**src/rtl/mole_spawner.sv**
```systemverilog
// Whack-a-mole spawner: IDLE/DOWN/PICK/UP round sequencer with LFSR-driven hole selection.
// Optional macro MOLE_SPAWNER_FULL_CLEAR_EN ends the UP phase early once every mole has been hit.
module mole_spawner #(
  parameter int NUM_HOLES    = 18,
  parameter int NUM_MOLES    = 3,
  parameter int CLKS_PER_MS  = 50000,
  parameter int MOLE_UP_MS   = 1000,
  parameter int MOLE_DOWN_MS = 1000
) (
  input  logic                 clk,
  input  logic                 rst,
  input  logic                 enable,
  input  logic [NUM_HOLES-1:0] hit_mask,
  output logic [NUM_HOLES-1:0] mole_positions,
  output logic                 spawn_pulse,
  output logic                 mole_up
);

  localparam int CAND_W = (NUM_HOLES > 1) ? $clog2(NUM_HOLES) : 1;
  localparam int PRE_W  = (CLKS_PER_MS > 1) ? $clog2(CLKS_PER_MS) : 1;
  localparam int MS_MAX = (MOLE_UP_MS > MOLE_DOWN_MS) ? MOLE_UP_MS : MOLE_DOWN_MS;
  localparam int MS_W   = (MS_MAX > 1) ? $clog2(MS_MAX) : 1;
  localparam int CNT_W  = $clog2(NUM_MOLES + 1);

  localparam logic [15:0]      LFSR_SEED = 16'hACE1;
  localparam logic [PRE_W-1:0] PRE_LAST  = PRE_W'(CLKS_PER_MS - 1);
  localparam logic [PRE_W-1:0] PRE_ZERO  = PRE_W'(0);
  localparam logic [PRE_W-1:0] PRE_ONE   = PRE_W'(1);
  localparam logic [MS_W-1:0]  DOWN_LAST = MS_W'(MOLE_DOWN_MS - 1);
  localparam logic [MS_W-1:0]  UP_LAST   = MS_W'(MOLE_UP_MS - 1);
  localparam logic [MS_W-1:0]  MS_ZERO   = MS_W'(0);
  localparam logic [MS_W-1:0]  MS_ONE    = MS_W'(1);
  localparam logic [CNT_W-1:0] PICK_LAST = CNT_W'(NUM_MOLES - 1);
  localparam logic [CNT_W-1:0] CNT_ZERO  = CNT_W'(0);
  localparam logic [CNT_W-1:0] CNT_ONE   = CNT_W'(1);
  localparam logic [NUM_HOLES-1:0] HOLES_ZERO = {NUM_HOLES{1'b0}};

  typedef enum logic [1:0] {
    IDLE = 2'd0,
    DOWN = 2'd1,
    PICK = 2'd2,
    UP   = 2'd3
  } state_t;

  state_t               state_r;
  logic [15:0]          lfsr_r;
  logic [PRE_W-1:0]     presc_r;
  logic [MS_W-1:0]      ms_r;
  logic [CNT_W-1:0]     pick_cnt_r;
  logic [NUM_HOLES-1:0] pending_r;

  logic [CAND_W-1:0]    cand_s;
  logic [NUM_HOLES-1:0] cand_onehot_s;
  logic                 cand_ok_s;
  logic                 pre_last_s;
  logic                 timer_done_s;
  logic                 up_exit_s;

  // Fibonacci step, taps 16,14,13,11; the zero guard keeps a corrupted register from locking up.
  function automatic logic [15:0] lfsr_next(input logic [15:0] cur);
    logic        fb;
    logic [15:0] nxt;
    fb  = cur[15] ^ cur[13] ^ cur[12] ^ cur[10];
    nxt = {cur[14:0], fb};
    return (nxt == 16'h0000) ? LFSR_SEED : nxt;
  endfunction

  // LFSR free-runs whenever the game is enabled and holds its value otherwise.
  always_ff @(posedge clk or negedge rst) begin
    if (!rst) begin
      lfsr_r <= LFSR_SEED;
    end else if (enable) begin
      lfsr_r <= lfsr_next(lfsr_r);
    end else begin
      lfsr_r <= lfsr_r;
    end
  end

  // Candidate decode: out-of-range indices decode to an all-zero one-hot and are rejected.
  always_comb begin
    cand_s        = lfsr_r[CAND_W-1:0];
    cand_onehot_s = HOLES_ZERO;
    for (int i = 0; i < NUM_HOLES; i++) begin
      cand_onehot_s[i] = (cand_s == CAND_W'(i));
    end
    cand_ok_s = (|cand_onehot_s) && !(|(cand_onehot_s & pending_r));
  end

  // Phase timer expiry and the UP exit condition.
  always_comb begin
    timer_done_s = 1'b0;
    pre_last_s   = (presc_r == PRE_LAST);
    case (state_r)
      DOWN:    timer_done_s = pre_last_s && (ms_r == DOWN_LAST);
      UP:      timer_done_s = pre_last_s && (ms_r == UP_LAST);
      default: timer_done_s = 1'b0;
    endcase
`ifdef MOLE_SPAWNER_FULL_CLEAR_EN
    up_exit_s = timer_done_s || (mole_positions == HOLES_ZERO);
`else
    up_exit_s = timer_done_s;
`endif
  end

  // Main sequencer; all outputs are registered here.
  always_ff @(posedge clk or negedge rst) begin
    if (!rst) begin
      state_r        <= IDLE;
      mole_positions <= HOLES_ZERO;
      spawn_pulse    <= 1'b0;
      mole_up        <= 1'b0;
      presc_r        <= PRE_ZERO;
      ms_r           <= MS_ZERO;
      pick_cnt_r     <= CNT_ZERO;
      pending_r      <= HOLES_ZERO;
    end else if (!enable) begin
      state_r        <= IDLE;
      mole_positions <= HOLES_ZERO;
      spawn_pulse    <= 1'b0;
      mole_up        <= 1'b0;
      presc_r        <= PRE_ZERO;
      ms_r           <= MS_ZERO;
      pick_cnt_r     <= CNT_ZERO;
      pending_r      <= HOLES_ZERO;
    end else begin
      spawn_pulse <= 1'b0;
      case (state_r)
        IDLE: begin
          state_r        <= DOWN;
          mole_positions <= HOLES_ZERO;
          mole_up        <= 1'b0;
          presc_r        <= PRE_ZERO;
          ms_r           <= MS_ZERO;
        end

        DOWN: begin
          mole_positions <= HOLES_ZERO;
          mole_up        <= 1'b0;
          if (timer_done_s) begin
            state_r    <= PICK;
            presc_r    <= PRE_ZERO;
            ms_r       <= MS_ZERO;
            pick_cnt_r <= CNT_ZERO;
            pending_r  <= HOLES_ZERO;
          end else if (pre_last_s) begin
            presc_r <= PRE_ZERO;
            ms_r    <= ms_r + MS_ONE;
          end else begin
            presc_r <= presc_r + PRE_ONE;
          end
        end

        PICK: begin
          mole_positions <= HOLES_ZERO;
          mole_up        <= 1'b0;
          if (cand_ok_s) begin
            pending_r <= pending_r | cand_onehot_s;
            if (pick_cnt_r == PICK_LAST) begin
              // Last accepted hole: raise the whole set at once on UP entry.
              state_r        <= UP;
              mole_positions <= pending_r | cand_onehot_s;
              spawn_pulse    <= 1'b1;
              mole_up        <= 1'b1;
              presc_r        <= PRE_ZERO;
              ms_r           <= MS_ZERO;
              pick_cnt_r     <= CNT_ZERO;
            end else begin
              pick_cnt_r <= pick_cnt_r + CNT_ONE;
            end
          end else begin
            pending_r <= pending_r;
          end
        end

        UP: begin
          if (up_exit_s) begin
            state_r        <= DOWN;
            mole_positions <= HOLES_ZERO;
            mole_up        <= 1'b0;
            presc_r        <= PRE_ZERO;
            ms_r           <= MS_ZERO;
          end else begin
            mole_positions <= mole_positions & ~hit_mask;
            mole_up        <= 1'b1;
            if (pre_last_s) begin
              presc_r <= PRE_ZERO;
              ms_r    <= ms_r + MS_ONE;
            end else begin
              presc_r <= presc_r + PRE_ONE;
            end
          end
        end

        default: begin
          state_r        <= IDLE;
          mole_positions <= HOLES_ZERO;
          mole_up        <= 1'b0;
          presc_r        <= PRE_ZERO;
          ms_r           <= MS_ZERO;
          pick_cnt_r     <= CNT_ZERO;
          pending_r      <= HOLES_ZERO;
        end
      endcase
    end
  end

endmodule

```
**config.mk**
```make
export PLATFORM = sky130hd
export DESIGN_NAME = mole_spawner
export DESIGN_NICKNAME = d
export VERILOG_FILES = /design/src/rtl/mole_spawner.sv
export SDC_FILE = /design/constraint.sdc
export NUM_CORES = 1
export LEC_CHECK = 0
export BUFFER_PORTS_ARGS = -buffer_cell sky130_fd_sc_hd__buf_2
export CORE_MARGIN = 2
export CORE_UTILIZATION = 30
export DETAILED_ROUTE_END_ITERATION = 6
export GPL_TIMING_DRIVEN = 0
export HOLD_SLACK_MARGIN = 0.03
export MAX_ROUTING_LAYER = met4
export SLEW_MARGIN = 10
export SYNTH_ARGS = -nofsm -noshare
export SYNTH_HDL_FRONTEND = slang
export SYNTH_SLANG_ARGS = --single-unit
```
**constraint.sdc**
```tcl
create_clock -name clk -period 2.6 [get_ports clk]
set_clock_uncertainty 0.15 [all_clocks]
set_input_delay 0.26 -clock clk [delete_from_list [all_inputs] [get_ports clk]]
set_output_delay 0.26 -clock clk [all_outputs]
set_load 0.01 [all_outputs]
```
### Word level (Yosys, flattened, before mapping)

Cells that the tools add are included.

| word-level totals | value |
|---|---|
| register bits | 84 |
| input port bits | 21 |
| output and inout bits | 20 |
| word-level logic and storage cells | 103 |

| operators by class | value |
|---|---|
| add/sub/neg operators | 3 |
| eq/ne operators | 29 |
| muxes and demuxes | 41 |
| bitwise gates (word level) | 7 |
| reduce and logical (&&, ||, !) cells | 14 |

Operators with widths:

| cell | number |
|---|---|
| 18-bit two-way mux | 7 |
| 16-bit two-way mux | 6 |
| 18-bit one-hot mux with 3 select lines | 1 |
| 10-bit two-way mux | 5 |
| 16-bit one-hot mux with 3 select lines | 1 |
| 5-bit by 4-bit equality test with 1-bit output, second input constant | 8 |
| 18-bit bitwise AND | 2 |
| 18-bit one-hot mux with 2 select lines | 1 |
| 18-bit OR reduction | 2 |
| 10-bit one-hot mux with 3 select lines | 1 |
| 5-bit by 3-bit equality test with 1-bit output, second input constant | 4 |
| 2-bit two-way mux | 9 |
| 18-bit NOT | 1 |
| 18-bit bitwise OR | 1 |
| 16-bit by 1-bit adder with 16-bit output, second input constant | 1 |
| 16-bit equality test, second input constant | 1 |
| 16-bit logical NOT | 1 |
| 3-bit != test, second input constant | 4 |
| 10-bit by 1-bit adder with 10-bit output, second input constant | 1 |
| 10-bit equality test, second input constant | 1 |
| 5-bit by 2-bit equality test with 1-bit output, second input constant | 2 |
| 5-bit equality test, second input constant | 2 |
| 2-bit one-hot mux with 4 select lines | 1 |
| 1-bit two-way mux | 7 |
| other kinds (17) | 24 |

### Depth between registers and ports, before layout

| depth | value |
|---|---|
| word-level depth | 8 |
| mapped depth | 11 |
| gate-level depth less buffers | 8 |

### Worst setup path after synthesis

OpenSTA, ideal clock, no wires.

| path | value |
|---|---|
| path kind | register to register |
| start point | reg lfsr_r[0] |
| end point | reg presc_r[13] |
| library setup time | 0.092 ns |
| data arrival time | 2.376 ns |
| required time | 2.358 ns |
| slack | -0.018 ns |
| stages on the path, launching flop included | 11 |
| path buffers | 3 |
| period minus slack after synthesis | 2.618 ns |
| path through | dfstp_2 clkbuf_1 nor2_1 nand4_1 nand4_1 nor4_4 a21oi_2 or2_1 buf_2 buf_6 o31ai_2 |

| on the way | value |
|---|---|
| word-level cells in the longest chain between the ends | 7 |
| elaborated cells on any way between the ends | 25 |
| classes of those cells | 18 x eq/ne; 1 x bitwise; 6 x reduce/logical |

RTL lines:

| element | line | text |
|---|---|---|
| start: declaration | 46 | `logic [15:0] lfsr_r;` |
| start signal: assignment | 73 | `lfsr_r <= lfsr_next(lfsr_r);` |
| start signal: assignment | 75 | `lfsr_r <= lfsr_r;` |
| 5-bit by 1-bit equality test with 1-bit output, or another cell as far along | 84 | `cand_onehot_s[i] = (cand_s == CAND_W'(i));` |
| 18-bit bitwise AND | 86 | `cand_ok_s = (\|cand_onehot_s) && !(\|(cand_onehot_s & pending_r));` |
| 18-bit OR reduction | 86 |  |
| 1-bit logical NOT | 86 |  |
| 1-bit logical AND * | 86 |  |
| 3-bit != test (no source line) * | -- |  |
| 2-bit AND reduction (no source line) * | -- |  |
| end signal: assignment | 149 | `presc_r <= presc_r + PRE_ONE;` |
| end signal: assignment | 189 | `presc_r <= presc_r + PRE_ONE;` |
| end: declaration | 47 | `logic [PRE_W-1:0] presc_r;` |

Every way passes the cells marked *; elsewhere a longest branch is shown, timed or not.
A chain may end at the register's enable or synchronous reset.

### Worst setup path after layout

| path | value |
|---|---|
| start point | reg lfsr_r[1] |
| end point | reg presc_r[10] |

The elaborated chain is that of the path after synthesis.

==> impl_metrics.tcl <==
set metrics [dict create \
    firstDrtPassIters 5 \
    synthCells 478 \
    syn2layout_area_growth_pct 33.9 \
    die_w_um 126 \
    grt_setup_unrepaired "true" \
    maxSlewHeadroom_pct 58.5 \
    path_class "reg2reg" \
    finish.utilization_pct 41.3 \
    p_switching_mw 1.66 \
    ys_ff_latch 84 \
    hold_violations 0 \
    gp_congestion 0.891 \
    wl_um 12100 \
    use_met3_pct 1.91 \
    hold_path_class "in2reg" \
    pwr-share-comb_pct 36.2 \
    cts_root_buffer "clkbuf_16" \
    fill_cells 1366 \
    arrival_ns 2.86 \
    reg2reg_depth 11 \
    worstHoldStart "hit_mask[2]" \
    port_buffers 39 \
    vias_per_cell 5.45 \
    htreeDepth 3 \
    syn_nets 504 \
    chipHeight_um 126 \
    hpwlAfterDp_um 7750 \
    setup_violations 35 \
    start_util_pct 30.8 \
    final_cell_mix "74 x dfrtp_1, 42 x o21ai_0, 41 x buf_2" \
    route.detailed.drc 0 \
    rr_endpoint "presc_r[10]" \
    power.internal_mw 3.07 \
    core_um2 14500 \
    violations "setup timing" \
    fin_crit_ns 2.75 \
    grt_pass1_wl_um 19500 \
    finalPower_mw 4.73 \
    grt_pass1_vias 3982 \
    avgRoutedWirePerCell_um 16.0 \
    swShare_pct 35.1 \
    crit_required_ns 2.71 \
    synthFlopType "dfrtp_1" \
    row_count 44 \
    grt_usage_pct 15.1 \
    min_delay_worst_endpoint "mole_positions[2]" \
    ys_types 56 \
    syn_avg_cell_area_um2 9.37 \
    grt_max_degree 48 \
    layout-drive-gt1-share_pct 31.6 \
    status "finished with violations" \
    gr-total-overflow 0 \
    clock_latency_ns 0.34 \
    worst_slack_ns -0.148 \
    drv_cap 0 \
    detail-route-antenna-nets 0 \
    p_clk_share_pct 30.0 \
    synthArstFlopShare_pct 100 \
    route.vias.total 4126 \
    cts_buffers 9 \
    clk_path_buf_depth 2 \
    power_density_nw_per_um2 789 \
    layout_commonest_cell "dfrtp_1" \
    antenna_found_initial 0 \
    clk_pin_slew_ns 0.07 \
    dieArea_um2 15900 \
    vdd_ir_drop_max_mv 0.352 \
    finalCritPeriodShare_pct 106 \
    start_kind "register" \
    cp_max_fo 7 \
    clock-sinks 84 \
    fmax_mhz 364 \
    worst_pin_slew_ns 0.619 \
    synth_edf_count 0 \
    ys_seq_area_share_pct 47.2 \
    netlist_area_um2 4480 \
    regToRegStartpoint "lfsr_r[1]" \
    min_path_cells 3 \
    diodes 0 \
    p_leak_nw 2.52 \
    drtIter0Drc 316 \
    rrSetupSlack_ns -0.15 \
    nNetsFinal 594 \
    use_met2_pct 23.9 \
    yosys_warnings 0 \
    drv_slew 0 \
    cts_tree "yes" \
    grt_busiest_layer "met2" \
    end_kind "register" \
    grt_use_met1_pct 19.7 \
    p_seq_share_pct 33.8 \
    io_pins 41 \
]
flip-flops by register name, summed over array words and instances, names as in the netlist, 2 cells and up:
signal	count
mole_positions	18
pick_cnt_r	2
ms_r	10
lfsr_r	16
state_r	2
pending_r	18
presc_r	16
cell families (layout without fill, tap and decap cells):
family                   Yosys count  after routing  synth area share, %
flip-flops                        84             84                 47.2
multiplexers                      12             12                 2.91
buffers and inverters             38            133                 3.88
adder cells (fa/ha/maj)            5              5                 1.40
AND/OR/NAND/NOR                  178            178                 21.8
AO/OA/AOI/OAI                    158            158                 22.3
XOR/XNOR                           3              3                0.587
routing by layer:
metal	wire (µm)	share of wire, %
met1	5560	46
met2	5910	49
met3	492	4.1
met4	174	1.4
met5	0	0
through the flow:
step           setup slack (ns)  instances  hold slack [ns]  instance area [µm²]  TNS, ns
2_1_floorplan           -0.0123        478           -0.186                 4490  -0.0529
3_3_place_gp             -0.531        701            0.324                 4910   -22.63
3_5_place_dp             -0.621        702            0.172                 4930   -25.89
4_1_cts                 -0.0568        745           0.0346                 5590   -0.691
5_1_grt                  -0.274        757           0.0653                 6000    -8.12
6_report                 -0.148        757           0.0425                 6000    -1.95
final cells by class:
cell class / instances / area [µm²] / area share [%]
clock buffers: 10 / 239 / 3.98
plain buffers: 28 / 206 / 3.44
multi-input cells: 356 / 2470 / 41.1
inverters: 6 / 22.5 / 0.376
well taps: 184 / 230 / 3.84
repair buffers: 83 / 624 / 10.4
flip-flops and latches: 84 / 2110 / 35.3
clock inverters: 6 / 93.8 / 1.56
worst max path at each step:
stage	from	endpoint	slack (ns)
final	lfsr_r[1]	presc_r[10]	-0.15
after global routing	lfsr_r[1]	presc_r[14]	-0.27
after CTS	lfsr_r[3]	presc_r[12]	-0.06
after detailed placement	lfsr_r[0]	pending_r[8]	-0.62
after global placement	lfsr_r[3]	pending_r[13]	-0.53
after floorplan	lfsr_r[1]	presc_r[10]	-0.01
repair_timing:
action	4_1_cts	5_1_grt
resized for setup	21	113
setup buffers	11	13
hold buffers	16	0
endpoints found under the hold margin	61	0
endpoints found under the setup margin	67	62
pin swaps	5	10
cloned	0	3
synthesized netlist by cell type, types with 2 or more instances:
master     count  share of area [%]
dfrtp_1       76                 42
o21ai_0       68                7.6
nor2_1        37                3.1
nand2_1       36                3.0
a21oi_1       22                2.5
nand3b_1      21                3.5
o211ai_1      20                3.4
clkbuf_1      19                1.6
and3_1        13                1.8
nand3_1       12                1.3
nand2b_1      11                1.5
dfstp_2        8                4.7
o22a_1         8                1.6
o31ai_1        8                1.3
buf_2          7               0.78
mux2_2         7                1.8
nor2b_1        7               0.98
inv_1          6               0.50
nand4_1        6               0.84
nor3_1         6               0.67
nor4_1         6               0.84
a31oi_1        5               0.70
and2_1         5               0.70
ha_1           5                1.4
mux2i_1        4               0.89
o2bb2ai_1      4               0.78
o31ai_2        4                1.1
buf_1          3               0.25
buf_6          3               0.75
o21ai_1        3               0.34
o22ai_1        3               0.42
or2_2          3               0.42
or3_1          3               0.42
and4b_1        2               0.45
nand4b_1       2               0.39
o21a_1         2               0.34
o41ai_1        2               0.39
or3b_2         2               0.39
xnor2_1        2               0.39
worst max-delay path: stages, from the launching register on:
cell and delay [ns]:
dfrtp_1 0.40, buf_6 0.15, and4b_1 0.18, a31o_1 0.19, a32o_2 0.27, nor4_4 0.39
buf_4 0.19, a21oi_4 0.06, or2_1 0.23, buf_6 0.14, buf_12 0.13, o31ai_2 0.17
power groups by stage:
stage	registers [mW]	clock network [mW]	logic [mW]
2_1_floorplan	1.56	0	0.890
3_3_place_gp	1.59	0	1.18
3_5_place_dp	1.59	0	1.20
4_1_cts	1.57	1.46	1.38
5_1_grt	1.62	1.49	1.87
6_report	1.60	1.42	1.71
Power figures use the tool's default switching activity.
